`src/rtl/bf16_mul_pipe_if.sv`:
```
// Operand/result handshake bundle for the pipelined BF16 multiplier.
// master drives operands and consumes results; slave is the multiplier.
interface bf16_mul_pipe_if;
   logic        in_valid;
   logic        in_ready;
   logic [15:0] a;
   logic [15:0] b;
   logic        out_valid;
   logic        out_ready;
   logic [15:0] result;
   logic [3:0]  flags;

   modport master (
      output in_valid, a, b, out_ready,
      input  in_ready, out_valid, result, flags
   );

   modport slave (
      input  in_valid, a, b, out_ready,
      output in_ready, out_valid, result, flags
   );
endinterface

```
`src/rtl/bf16_mul_pipe.sv`:
```
// Three-stage BF16 multiplier: unpack/classify, 8x8 significand product,
// normalize/round-to-nearest-even/pack. Whole pipe stalls on backpressure.
module bf16_mul_pipe #(
   parameter int FLUSH_SUBNORM = 1
) (
   input  logic            clk,
   input  logic            rst_n,
   bf16_mul_pipe_if.slave  bus
);
   localparam int STAGES = 3;

   typedef struct packed {
      logic              sign;
      logic              nan_inv;
      logic              inf;
      logic              zero;
      logic [7:0]        sa;
      logic [7:0]        sb;
      logic signed [9:0] esum;
   } s1_t;

   typedef struct packed {
      logic              sign;
      logic              nan_inv;
      logic              inf;
      logic              zero;
      logic [15:0]       p;
      logic signed [9:0] esum;
   } s2_t;

   logic [STAGES:1] vld_pipe;
   logic            adv;
   s1_t             s1_d, s1_q;
   s2_t             s2_d, s2_q;
   logic [15:0]     res_d, res_q;
   logic [3:0]      flg_d, flg_q;

   logic [7:0] ea, eb;
   logic [6:0] ma, mb;
   logic       a_zero, b_zero, a_inf, b_inf, a_nan, b_nan;

   assign adv           = !vld_pipe[STAGES] || bus.out_ready;
   assign bus.in_ready  = adv;
   assign bus.out_valid = vld_pipe[STAGES];
   assign bus.result    = res_q;
   assign bus.flags     = flg_q;

   // Stage 1: classify; exp==0 is treated as zero (subnormals flushed)
   always_comb begin
      ea     = bus.a[14:7];
      eb     = bus.b[14:7];
      ma     = bus.a[6:0];
      mb     = bus.b[6:0];
      a_zero = (ea == 8'd0) && ((FLUSH_SUBNORM != 0) || (ma == 7'd0));
      b_zero = (eb == 8'd0) && ((FLUSH_SUBNORM != 0) || (mb == 7'd0));
      a_inf  = (ea == 8'hFF) && (ma == 7'd0);
      b_inf  = (eb == 8'hFF) && (mb == 7'd0);
      a_nan  = (ea == 8'hFF) && (ma != 7'd0);
      b_nan  = (eb == 8'hFF) && (mb != 7'd0);

      s1_d         = '0;
      s1_d.sign    = bus.a[15] ^ bus.b[15];
      s1_d.nan_inv = a_nan || b_nan || (a_inf && b_zero) || (b_inf && a_zero);
      s1_d.inf     = a_inf || b_inf;
      s1_d.zero    = a_zero || b_zero;
      s1_d.sa      = {1'b1, ma};
      s1_d.sb      = {1'b1, mb};
      s1_d.esum    = $signed({2'b00, ea}) + $signed({2'b00, eb}) - 10'sd127;
   end

   // Stage 2: significand product
   always_comb begin
      s2_d         = '0;
      s2_d.sign    = s1_q.sign;
      s2_d.nan_inv = s1_q.nan_inv;
      s2_d.inf     = s1_q.inf;
      s2_d.zero    = s1_q.zero;
      s2_d.p       = 16'(s1_q.sa) * 16'(s1_q.sb);
      s2_d.esum    = s1_q.esum;
   end

   // Stage 3: normalize, round, then apply special cases in priority order
   logic              hi, guard, sticky, rnd;
   logic [7:0]        sig8;
   logic [8:0]        sig9;
   logic [6:0]        mant;
   logic signed [9:0] e1, e2;

   always_comb begin
      hi     = s2_q.p[15];
      sig8   = hi ? s2_q.p[15:8] : s2_q.p[14:7];
      guard  = hi ? s2_q.p[7]    : s2_q.p[6];
      sticky = hi ? |s2_q.p[6:0] : |s2_q.p[5:0];
      e1     = s2_q.esum + 10'(hi);
      rnd    = guard && (sticky || sig8[0]);
      sig9   = {1'b0, sig8} + 9'(rnd);
      // carry out of the significand leaves 0x80, i.e. stored mantissa 0
      mant   = sig9[8] ? 7'd0 : sig9[6:0];
      e2     = sig9[8] ? e1 + 10'sd1 : e1;

      res_d = {s2_q.sign, e2[7:0], mant};
      flg_d = {3'b000, guard || sticky};
      if (s2_q.nan_inv) begin
         res_d = 16'h7FC0;
         flg_d = 4'b1000;
      end else if (s2_q.inf) begin
         res_d = {s2_q.sign, 8'hFF, 7'h00};
         flg_d = 4'b0000;
      end else if (s2_q.zero) begin
         res_d = {s2_q.sign, 15'h0000};
         flg_d = 4'b0000;
      end else if (e2 >= 10'sd255) begin
         res_d = {s2_q.sign, 8'hFF, 7'h00};
         flg_d = 4'b0101;
      end else if (e2 <= 10'sd0) begin
         res_d = {s2_q.sign, 15'h0000};
         flg_d = 4'b0011;
      end
   end

   always_ff @(posedge clk or negedge rst_n) begin
      if (!rst_n) begin
         vld_pipe <= '0;
         s1_q     <= '0;
         s2_q     <= '0;
         res_q    <= '0;
         flg_q    <= '0;
      end else if (adv) begin
         vld_pipe <= {vld_pipe[STAGES-1:1], bus.in_valid};
         s1_q     <= s1_d;
         s2_q     <= s2_d;
         res_q    <= res_d;
         flg_q    <= flg_d;
      end
   end
endmodule

```
`src/flat_wrapper.sv`:
```
// flat-port wrapper written by rule: the top's interface ports become plain ports
module bf16_mul_pipe_flat 
#(
   parameter int FLUSH_SUBNORM = 1
)
  (clk, rst_n, bus_in_valid, bus_a, bus_b, bus_out_ready, bus_in_ready, bus_out_valid, bus_result, bus_flags);
  bf16_mul_pipe_if bus_i ();
  input  logic clk;
  input  logic rst_n;
  input wire logic [$bits(bus_i.in_valid)-1:0] bus_in_valid;
  input wire logic [$bits(bus_i.a)-1:0] bus_a;
  input wire logic [$bits(bus_i.b)-1:0] bus_b;
  input wire logic [$bits(bus_i.out_ready)-1:0] bus_out_ready;
  output wire logic [$bits(bus_i.in_ready)-1:0] bus_in_ready;
  output wire logic [$bits(bus_i.out_valid)-1:0] bus_out_valid;
  output wire logic [$bits(bus_i.result)-1:0] bus_result;
  output wire logic [$bits(bus_i.flags)-1:0] bus_flags;
  assign bus_i.in_valid = bus_in_valid;
  assign bus_i.a = bus_a;
  assign bus_i.b = bus_b;
  assign bus_i.out_ready = bus_out_ready;
  assign bus_in_ready = bus_i.in_ready;
  assign bus_out_valid = bus_i.out_valid;
  assign bus_result = bus_i.result;
  assign bus_flags = bus_i.flags;
  bf16_mul_pipe #(.FLUSH_SUBNORM(FLUSH_SUBNORM)) u_core (.clk(clk), .rst_n(rst_n), .bus(bus_i));
endmodule
```
`config.mk`:
```
export PLATFORM = sky130hd
export DESIGN_NAME = bf16_mul_pipe_flat
export DESIGN_NICKNAME = d
export VERILOG_FILES = /design/src/rtl/bf16_mul_pipe_if.sv /design/src/rtl/bf16_mul_pipe.sv /design/src/flat_wrapper.sv
export SDC_FILE = /design/constraint.sdc
export NUM_CORES = 1
export LEC_CHECK = 0
export ABC_AREA = 1
export CAP_MARGIN = 20
export CORE_AREA = 4 4 112 114
export DETAILED_ROUTE_END_ITERATION = 8
export DIE_AREA = 0 0 116 118
export HOLD_SLACK_MARGIN = 0.1
export PLACE_DENSITY = 0.81
export REMOVE_ABC_BUFFERS = 1
export SLEW_MARGIN = 10
export SYNTH_ARGS = -nofsm -noshare
export SYNTH_HDL_FRONTEND = slang
export SYNTH_SLANG_ARGS = --single-unit
```
`constraint.sdc`:
```
create_clock -name clk -period 5.2 [get_ports clk]
set_input_delay 1.04 -clock clk [delete_from_list [all_inputs] [get_ports clk]]
set_output_delay 1.04 -clock clk [all_outputs]
set_load 0.02 [all_outputs]
```
==> flow_summary.toml <==
[grt]
top_usage_layer = "met2"
first_global_vias = 5306
gr-total-overflow = 0
grt_first_pass_wirelength_um = 24100
grt.met1_usage = 0.306
grt_max_degree = 83
grtUsageMet2 = 0.337
grt_antenna_before_repair = 0
grt.met3_usage = 0.0360
grt_usage = 0.215

[critical_path]
startpoint_type_of_the_worst_setup_path = "flop"
crit_arrival_ns = 4.99
crit_chain = "nand2_1, fa_1, fa_1, inv_1, fa_1, inv_1, fa_1, inv_1, ha_1, a21oi_1, o21ai_0, a21oi_1, o21ai_0, nand2_1, inv_1, o21ai_0, nand2_1, xnor2_1, o21ai_0"
critical_path.startpoint = "u_core.s1_q[17]"
cp.buffers_inverters = 4
worst_path_largest_cell_delay_ns = 0.67
crit_slowest_cell = "sky130_fd_sc_hd__dfrtp_1"
required_ns = 5.40
family_with_the_most_delay_on_the_worst_path = "adder cells"
r2r_start = "u_core.s1_q[17]"
worstPathMaxFanout = 16
timing.critical_path.to_type = "flop"
cp_class = "flop to flop"

[sta]
transition_time_at_the_pin_with_the_least_slew_margin_ns = 0.972
fmax_ghz = 0.209
post-route-period-util = 0.921
finalWorstPathRequiredPeriod_ns = 4.79
rsz0062_at_grt = "no"
timing.max_slew.rel_slack = 0.347
min_hold_slack_ns = 0.467
report.final.setup_viol = 0
hold_viol = 0
finalMaxSlewViolations = 0
clock-skew-final_ns = 0.00701

[power_and_ir_drop]
power.ir.vdd_worst_v = 0.000568
logic_pwr_share = 0.665
power.share.clock = 0.125
cellLeakagePower_uw = 0.00420
cell_internal_power_uw = 2730
post-layout-total-power_uw = 5340
power.sequential.fraction = 0.210
power_switching_share = 0.490
cellPowerDensity_nw_per_um2 = 692
net-switching-power_uw = 2620

[logic_synthesis]
async_reset_ff_frac = 1.00
yosysWarningCount = 0
synth_top_area_frac = 0.303
netlist_area_um2 = 6770
ys_seq_area_frac = 0.303
syn-instance-count = 933
netlist_top_cells_count = "sky130_fd_sc_hd__nand2_1 (307), sky130_fd_sc_hd__inv_1 (163), sky130_fd_sc_hd__dfrtp_1 (82)"
syn-mean-instance-area_um2 = 7.26
synthFlopType = "sky130_fd_sc_hd__dfrtp_1"
netlist_top_cells_area = "sky130_fd_sc_hd__dfrtp_1 (30%), sky130_fd_sc_hd__nand2_1 (17%), sky130_fd_sc_hd__fa_1 (11%)"
synth_enable_flop_cells = 0
synth_top_area_cell = "sky130_fd_sc_hd__dfrtp_1"
synth.most_common_cell = "sky130_fd_sc_hd__nand2_1"
ys_ff_latch = 82
ys_types = 37

[layout]
final_net_count = 1094
n_antenna_cell = 0
layout-drive-gt1-share = 0.0462
postLayoutCoreUtil = 0.676
flow.area_growth_from_synthesis_pct = 14.0

[route]
via_per_inst = 5.13
route.vias.total = 5736
detailedRoute.firstIterationViolations = 432
route.detailed.wl_per_inst_um = 12.4
drt_wl_total_um = 13900
post-route-drc-count = 0
final_antenna_net_count = 0
firstDrtPassIters = 5

[clocking]
tritoncts_num_sinks = 82
clock_tree_from_tritoncts = "done"
clock_latency_reported_for_the_late_side_of_the_worst_skew_pair_ns = 0.35
post_cts_buffers = 0
tritoncts.num_buffers = 9
ctsHoldBuffers = 0
cts-resized-gates = 0
clock_tree.root_cell = "sky130_fd_sc_hd__clkbuf_16"
clock_tree.buffer_depth = 2
clock_tree.htree_level_count = 3
cts.reportedPaths.clkPinSlew_ns = 0.07

[die]
dieArea_um2 = 13700
initial_utilization = 0.593
die_x_um = 116
die_h_um = 118
placeableCoreArea_um2 = 11400
boundaryPins = 58
std_cell_rows = 39

[place]
portBuffers = 57
place.detailed.hpwl_um = 10300
gpl.final_weighted_congestion = 0.853

[outcome]
outcome = "finished clean"

[flow_run]
max_cap_viol_count = 0

[hold_path]
hold_path_class = "flop to flop"
hold_start = "u_core.s1_q[28]"
## registers in the layout, summed over array words and instances, names as in the netlist
register           count
u_core.hi              1
u_core.bus.flags       4
u_core.bus.result     16
u_core.s1_q           29
u_core.s2_q           29
u_core.vld_pipe        3
## power groups by stage
stage	Clock (uW)	Combinational [uW]	Sequential (uW)
2_1_floorplan	0	2650	1170
3_3_place_gp	0	3400	1120
3_5_place_dp	0	3490	1130
4_1_cts	679	3560	1120
5_1_grt	705	4140	1160
6_report	668	3550	1120
## area by class of cell
class / count / area (um2)
Multi-Input combinational cell: 649 / 3940
Sequential cell: 82 / 2050
Clock buffer: 9 / 225
Tap cell: 143 / 179
Fill cell: 951 / 3690
Timing Repair Buffer: 60 / 611
Inverter: 168 / 631
Clock inverter: 7 / 82.6
## cells in the final DEF (no fill, tap or decap), drive strengths merged
| cell type | count |
|---|---|
| a21oi | 28 |
| a22oi | 1 |
| a31oi | 3 |
| and2 | 1 |
| buf | 4 |
| bufinv | 1 |
| clkbuf | 9 |
| clkdlybuf4s50 | 56 |
| clkinvlp | 2 |
| dfrtp | 82 |
| fa | 37 |
| ha | 51 |
| inv | 172 |
| nand2 | 313 |
| nand3 | 36 |
| nand3b | 1 |
| nand4 | 12 |
| nor2 | 58 |
| nor3 | 6 |
| nor4 | 7 |
| o2111ai | 1 |
| o211ai | 1 |
| o21ai | 51 |
| o21bai | 1 |
| o22ai | 2 |
| o311ai | 1 |
| o31ai | 4 |
| or2 | 8 |
| or4 | 2 |
| xnor2 | 6 |
| xor2 | 18 |
## worst min-delay path, stage by stage (launching register included)
cell	delay, ns
sky130_fd_sc_hd__dfrtp_1	0.34
sky130_fd_sc_hd__nand2_1	0.05
sky130_fd_sc_hd__nand2_1	0.05
## kinds of logic after synthesis
group	share of synthesized area
AND/OR/NAND/NOR	0.273
buffers and inverters	0.116
AO/OA/AOI/OAI	0.0733
adder cells (fa/ha/maj)	0.204
flip-flops	0.303
XOR/XNOR	0.0310
## final timing paths
path	to	slack (ns)	cells past startpoint
max in group asynchronous	u_core.vld_pipe[2]	4.07	2
setup / recovery	u_core.s2_q[24]	0.41	19
setup reg to reg	u_core.s2_q[24]	0.41	19
hold / removal	u_core.s2_q[28]	0.47	2
hold reg to reg	u_core.s2_q[28]	0.47	2
min in group asynchronous	u_core.s1_q[3]	0.55	1
## metrics by stage
step	setup slack [ns]	TNS (ns)	std cells	area (um2)
after floorplan	-1.16	-36.29	899	6620
after global placement	0.594	0	1101	7390
after detailed placement	0.490	0	1101	7390
after CTS	0.398	0	1117	7700
after global routing	0.0548	0	1118	7720
final	0.408	0	1118	7720
## per-layer routing
layer  vias to the layer above  share of wire
met5                         -              0
met4                         0          0.013
met3                        20          0.062
met2                       181           0.46
met1                      2581           0.46
li1                       2954              -
(Power assumes the default switching activity.)
